File: config.mk
export PLATFORM = sky130hd
export DESIGN_NAME = mod7_step_decoder_flat
export DESIGN_NICKNAME = d
export VERILOG_FILES = /design/src/rtl/mod7_step_decoder_if.sv /design/src/rtl/mod7_step_decoder.sv /design/src/flat_wrapper.sv
export SDC_FILE = /design/constraint.sdc
export NUM_CORES = 1
export LEC_CHECK = 0
export ABC_AREA = 1
export BUFFER_PORTS_ARGS = -buffer_cell sky130_fd_sc_hd__clkbuf_2
export CAP_MARGIN = 20
export CORE_ASPECT_RATIO = 1.5
export CORE_MARGIN = 1.5
export CORE_UTILIZATION = 63
export DETAILED_ROUTE_END_ITERATION = 8
export GPL_TIMING_DRIVEN = 0
export HOLD_SLACK_MARGIN = 0.02
export PLACE_DENSITY = 0.86
export SETUP_SLACK_MARGIN = 0.02
export SLEW_MARGIN = 15
export SYNTH_ARGS = -nofsm -noshare
export SYNTH_HDL_FRONTEND = slang
export SYNTH_SLANG_ARGS = --single-unit
File: constraint.sdc
create_clock -name clk -period 6.6 [get_ports clk]
set_clock_uncertainty 0.05 [all_clocks]
set_input_delay 1.32 -clock clk [delete_from_list [all_inputs] [get_ports clk]]
set_output_delay 1.32 -clock clk [all_outputs]
set_load 0.03 [all_outputs]
File: src/rtl/mod7_step_decoder_if.sv
// Sample/clear inputs and decoded status outputs of the mod-7 step decoder.
// The decoder takes the slave side; the driving logic takes the master side.
interface mod7_step_decoder_if #(
    parameter int POS_W = 16,
    parameter int ERR_W = 8
);
    logic             sample_en;
    logic [2:0]       q_in;
    logic             clr;
    logic             dir;
    logic             step;
    logic             wrap_up;
    logic             wrap_dn;
    logic             err;
    logic [ERR_W-1:0] err_cnt;
    logic [POS_W-1:0] position;
    logic             locked;
    logic             fault;

    modport master (
        output sample_en, q_in, clr,
        input  dir, step, wrap_up, wrap_dn, err,
        input  err_cnt, position, locked, fault
    );

    modport slave (
        input  sample_en, q_in, clr,
        output dir, step, wrap_up, wrap_dn, err,
        output err_cnt, position, locked, fault
    );
endinterface

File: src/rtl/mod7_step_decoder.sv
// Decodes a mod-7 up/down count stream into direction, position and health.
// Locks after a streak of clean steps and faults on a run of bad samples.
module mod7_step_decoder #(
    parameter int LOCK_CNT    = 3,
    parameter int FAULT_LIMIT = 4,
    parameter int POS_W       = 16,
    parameter int ERR_W       = 8
) (
    input  logic                 clk,
    input  logic                 rst_n,
    mod7_step_decoder_if.slave   bus
);
    localparam int GW = $clog2(LOCK_CNT + 1);
    localparam int FW = $clog2(FAULT_LIMIT + 1);

    typedef enum logic [1:0] {
        IDLE,
        ACQUIRE,
        LOCKED,
        FAULT
    } state_t;

    state_t        state;
    logic [2:0]    prev;
    logic [GW-1:0] good_cnt;
    logic [FW-1:0] fault_run;

    logic [2:0] nxt_up;
    logic [2:0] nxt_dn;
    logic       is_ill;
    logic       is_hold;
    logic       is_up;
    logic       is_dn;
    logic       is_skip;
    logic       err_now;

    always_comb begin
        nxt_up  = (prev == 3'd6) ? 3'd0 : prev + 3'd1;
        nxt_dn  = (prev == 3'd0) ? 3'd6 : prev - 3'd1;
        is_ill  = (bus.q_in == 3'd7);
        is_hold = (bus.q_in == prev);
        is_up   = (bus.q_in == nxt_up);
        is_dn   = (bus.q_in == nxt_dn);
        is_skip = !is_ill && !is_hold && !is_up && !is_dn;
        // IDLE has no reference yet, so only illegal codes are errors there
        err_now = is_ill || (is_skip && state != IDLE);
    end

    assign bus.locked = (state == LOCKED);
    assign bus.fault  = (state == FAULT);

    always_ff @(posedge clk) begin
        bus.step    <= 1'b0;
        bus.wrap_up <= 1'b0;
        bus.wrap_dn <= 1'b0;
        bus.err     <= 1'b0;
        if (!rst_n || bus.clr) begin
            state        <= IDLE;
            prev         <= 3'd0;
            good_cnt     <= '0;
            fault_run    <= '0;
            bus.position <= '0;
            bus.err_cnt  <= '0;
            bus.dir      <= 1'b1;
        end else if (bus.sample_en) begin
            if (err_now) begin
                bus.err <= 1'b1;
                if (bus.err_cnt != '1)
                    bus.err_cnt <= bus.err_cnt + 1'b1;
            end
            unique case (state)
                IDLE: begin
                    if (!is_ill) begin
                        prev     <= bus.q_in;
                        good_cnt <= '0;
                        state    <= ACQUIRE;
                    end
                end
                ACQUIRE: begin
                    unique case (1'b1)
                        is_ill: state <= IDLE;
                        is_up, is_dn: begin
                            good_cnt <= good_cnt + 1'b1;
                            prev     <= bus.q_in;
                            if (good_cnt == GW'(LOCK_CNT - 1)) begin
                                state     <= LOCKED;
                                fault_run <= '0;
                            end
                        end
                        is_skip: begin
                            good_cnt <= '0;
                            prev     <= bus.q_in;
                        end
                        default: ;
                    endcase
                end
                LOCKED: begin
                    unique case (1'b1)
                        is_up: begin
                            bus.position <= bus.position + 1'b1;
                            bus.dir      <= 1'b1;
                            bus.step     <= 1'b1;
                            bus.wrap_up  <= (prev == 3'd6);
                            prev         <= bus.q_in;
                            fault_run    <= '0;
                        end
                        is_dn: begin
                            bus.position <= bus.position - 1'b1;
                            bus.dir      <= 1'b0;
                            bus.step     <= 1'b1;
                            bus.wrap_dn  <= (prev == 3'd0);
                            prev         <= bus.q_in;
                            fault_run    <= '0;
                        end
                        is_skip, is_ill: begin
                            if (is_skip)
                                prev <= bus.q_in;
                            fault_run <= fault_run + 1'b1;
                            if (fault_run == FW'(FAULT_LIMIT - 1))
                                state <= FAULT;
                        end
                        default: ;
                    endcase
                end
                FAULT: begin
                    if (!is_ill)
                        prev <= bus.q_in;
                end
                default: state <= IDLE;
            endcase
        end
    end
endmodule

File: src/flat_wrapper.sv
// flat-port wrapper written by rule: the top's interface ports become plain ports
module mod7_step_decoder_flat 
#(
    parameter int LOCK_CNT    = 3,
    parameter int FAULT_LIMIT = 4,
    parameter int POS_W       = 16,
    parameter int ERR_W       = 8
)
  (clk, rst_n, bus_sample_en, bus_q_in, bus_clr, bus_dir, bus_step, bus_wrap_up, bus_wrap_dn, bus_err, bus_err_cnt, bus_position, bus_locked, bus_fault);
  mod7_step_decoder_if #(.POS_W(POS_W), .ERR_W(ERR_W)) bus_i ();
  input  logic clk;
  input  logic rst_n;
  input wire logic [$bits(bus_i.sample_en)-1:0] bus_sample_en;
  input wire logic [$bits(bus_i.q_in)-1:0] bus_q_in;
  input wire logic [$bits(bus_i.clr)-1:0] bus_clr;
  output wire logic [$bits(bus_i.dir)-1:0] bus_dir;
  output wire logic [$bits(bus_i.step)-1:0] bus_step;
  output wire logic [$bits(bus_i.wrap_up)-1:0] bus_wrap_up;
  output wire logic [$bits(bus_i.wrap_dn)-1:0] bus_wrap_dn;
  output wire logic [$bits(bus_i.err)-1:0] bus_err;
  output wire logic [$bits(bus_i.err_cnt)-1:0] bus_err_cnt;
  output wire logic [$bits(bus_i.position)-1:0] bus_position;
  output wire logic [$bits(bus_i.locked)-1:0] bus_locked;
  output wire logic [$bits(bus_i.fault)-1:0] bus_fault;
  assign bus_i.sample_en = bus_sample_en;
  assign bus_i.q_in = bus_q_in;
  assign bus_i.clr = bus_clr;
  assign bus_dir = bus_i.dir;
  assign bus_step = bus_i.step;
  assign bus_wrap_up = bus_i.wrap_up;
  assign bus_wrap_dn = bus_i.wrap_dn;
  assign bus_err = bus_i.err;
  assign bus_err_cnt = bus_i.err_cnt;
  assign bus_position = bus_i.position;
  assign bus_locked = bus_i.locked;
  assign bus_fault = bus_i.fault;
  mod7_step_decoder #(.LOCK_CNT(LOCK_CNT), .FAULT_LIMIT(FAULT_LIMIT), .POS_W(POS_W), .ERR_W(ERR_W)) u_core (.clk(clk), .rst_n(rst_n), .bus(bus_i));
endmodule
==> flow_summary.toml <==
[routing]
wl_um = 6647
vias = 2812
drc_errors = 0
drt_iter0_markers = 115
ant_nets = 0
avgViaCountPerCell = 5.546
wl_per_cell_um = 13.11
dr.pass1.iters = 4

[synth]
synth_flop_cell = "dfxtp_1"
yosysUniqueCellTypes = 32
synth-seq-cells = 39
synthTopCellsByCount = "nand2_1, a21oi_1, inv_1"
synth_area_leaders = "dfxtp_1, ha_1, nand2_1, a21oi_1, nand3_1"
syn_nets = 450
async_reset_ff_share_pct = 0
syn_area_um2 = 2892
yosysMostFrequentCell = "nand2_1"
syn_avg_cell_area_um2 = 6.984
synth_top_area_share_pct = 27.00
yosysWarnings = 0
netlist_instances = 414
synth_edf_count = 0
ys_seq_area_share_pct = 27.00
synth_top_cell_by_area = "dfxtp_1"

[grt]
grt_pass1_vias = 2651
grt_util_all_layers_pct = 27.74
antenna_found_initial = 0
grt_pass1_wl_um = 11100
grt_start_max_net_pins = 18
grt-ovfl-total = 0

[job]
cap_violations = 0

[finish]
seq_area_um2 = 780.7
fin_nets = 494
multi_input_area_um2 = 1876
drive_gt1_share_pct = 15.69
stdcell_count = 507
antenna_cells = 0
fill_cells = 374
area_growth_syn_to_layout_pct = 13.20
stdcell_area_um2 = 3273

[clock_tree]
cts-root-buf = "clkbuf_8"
postCtsSetupBuffers = 0
htreeDepth = 2
numCtsBuffers = 5
cts.clk_slew.worst_paths_ps = 80
clk_latency_ps = 300
cts_sinks = 39
postCtsHoldBufs = 0
clk_path_buf_depth = 2
cts_resized = 0
cts_tree = "yes"

[sta]
min_period_ps = 3769
rsz0062_at_grt = "false"
drv_slew = 0
worstMarginPinSlew_ps = 599.4
fmax_ghz = 0.2653
min_period_over_period_pct = 57.10
setup_viol = 0
max_slew_margin_pct = 59.86
finalSetupTns_ps = 0
hold_viol = 0

[critical_path]
cp-start-kind = "primary input"
crit_chain = "clkbuf_2 -> inv_1 -> nand2_1 -> nand2_1 -> nand3_1 -> nor2_4 -> ha_1 -> nand2_1 -> nand3_1 -> a21boi_0 -> o21ai_0 -> nand2_1 -> nand2_1 -> xnor2_1 -> a21oi_1"
critical-path-max-stage-delay_ps = 460
crit_path_start = "bus_q_in[1]"
reg2reg_depth = 16
critical_path_arrival_ps = 3910
rr_endpoint = "u_core.bus.position[10]$_SDFFE_PP0P_"
worstPathRequired_ps = 6740
regToRegSetupSlack_ps = 3080
r2r_start = "u_core.prev[0]$_SDFFE_PP0P_"
crit_fanout = 17
worst_path_most_repeated_cell = "nand2_1"
endpoint = "u_core.bus.position[10]$_SDFFE_PP0P_"
cp_slowest_cell = "nor2_4"
path_class = "primary input to register"
cp-end-kind = "register"

[run_status]
status = "finished, final reports clean"

[power_and_ir_drop]
power.density_nw_per_um2 = 180.3
p_total_w = 0.0005901
p_leak_nw = 1.679
peakVddDrop_mv = 0.1722

[floorplan]
core_area_um2 = 4467
row_count = 30
die_y_um = 85.98
start_util_pct = 64.73
pin_count = 38
die_w_um = 58.32
design.die.area_um2 = 5014

[place]
port_buffers = 37
place_congestion = 0.9211
placed_area_um2 = 3137
dp.cells = 499
dp_hpwl_um = 4970

[min_path]
min_path_type = "register to register"
how the worst min path moves through the flow:
stage / endpoint / depth (start not counted) / from / slack [ps]
6_report: u_core.fault_run[1]$_SDFFE_PP0P_ / 2 / u_core.fault_run[1]$_SDFFE_PP0P_ / 420
2_1_floorplan: u_core.fault_run[2]$_SDFFE_PP0P_ / 2 / u_core.fault_run[2]$_SDFFE_PP0P_ / 390
5_1_grt: u_core.fault_run[1]$_SDFFE_PP0P_ / 2 / u_core.fault_run[1]$_SDFFE_PP0P_ / 440
4_1_cts: u_core.fault_run[1]$_SDFFE_PP0P_ / 2 / u_core.fault_run[1]$_SDFFE_PP0P_ / 420
3_5_place_dp: u_core.bus.dir$_SDFFE_PP1P_ / 2 / u_core.bus.dir$_SDFFE_PP1P_ / 410
3_3_place_gp: u_core.fault_run[2]$_SDFFE_PP0P_ / 2 / u_core.fault_run[2]$_SDFFE_PP0P_ / 400
where the power goes:
| part | switching (W) | internal, W |
|---|---|---|
| sequential | 0.00000289 | 0.000238 |
| clock | 0.0000894 | 0.000151 |
| combinational | 0.0000727 | 0.0000365 |
| total | 0.000165 | 0.000425 |
metal layers:
metal	GRT usage, %	part of all wire (%)	vias up
li1	-	-	1461
met1	29.79	40	1272
met5	0	0	-
met4	13.11	2.0	0
met2	50.66	53	68
met3	4.827	4.5	11
flip-flops by register name, indices dropped and copies added (netlist names):
name / count
u_core.bus.position: 16
u_core.bus.err_cnt: 8
u_core.fault_run: 3
u_core.prev: 3
u_core.good_cnt: 2
u_core.state: 2
u_core.bus.dir: 1
u_core.bus.err: 1
u_core.bus.step: 1
u_core.bus.wrap_dn: 1
u_core.bus.wrap_up: 1
cell usage in the layout (no fill, tap or decap), types with 3 or more instances in the layout:
cell | netlist | final
a21o_1 | 4 | 4
a21oi_1 | 48 | 48
buf_6 | 4 | 4
clkbuf_2 | 0 | 37
clkbuf_8 | 0 | 5
dfxtp_1 | 39 | 39
ha_1 | 28 | 28
inv_1 | 42 | 42
nand2_1 | 86 | 86
nand2_2 | 5 | 5
nand2_4 | 3 | 3
nand3_1 | 34 | 34
nand3_2 | 4 | 4
nand4_1 | 10 | 10
nor2_1 | 40 | 40
nor2_4 | 3 | 3
nor3_1 | 5 | 5
o21ai_0 | 16 | 16
o21ai_1 | 4 | 4
xnor2_1 | 13 | 13
xor2_1 | 9 | 9
critical path, delay by kind of cell:
kind	cells	cell delay, ps
simple gates	8	1150
compound gates	3	670
xor+xnor	1	160
fa+ha+maj	1	390
buf+inv	2	220
metrics by stage:
step / setup WS (ps) / hold slack, ps / util [%]
after global routing: 2537 / 439.3 / 73.28
after CTS: 2841 / 424.6 / 73.28
after detailed placement: 2528 / 412.1 / 70.22
after floorplan: 3175 / 390.9 / -
after global placement: 2627 / 399.7 / 70.22
final: 2831 / 420.9 / 73.28
logic make-up (layout without fill, tap and decap cells):
| group | Yosys count | in the layout | synth area share, % |
|---|---|---|---|
| AOI/OAI and AO/OA | 77 | 77 | 14.02 |
| xor gates and xnor gates | 22 | 22 | 6.664 |
| adders and majority gates | 29 | 29 | 12.81 |
| buffers and inverters | 52 | 97 | 8.135 |
| DFF | 39 | 39 | 27.00 |
| and+or+nand+nor | 195 | 195 | 31.37 |
area by class of cell:
class / count / area share, %
plain buffers: 8 / 1.988
clock buffers: 5 / 2.102
clock inverters: 3 / 2.064
inverters: 44 / 5.199
multi-input cells: 323 / 57.30
flip-flops and latches: 39 / 23.85
well taps: 48 / 1.835
repair buffers: 37 / 5.658
Power figures use the tool's default switching activity.
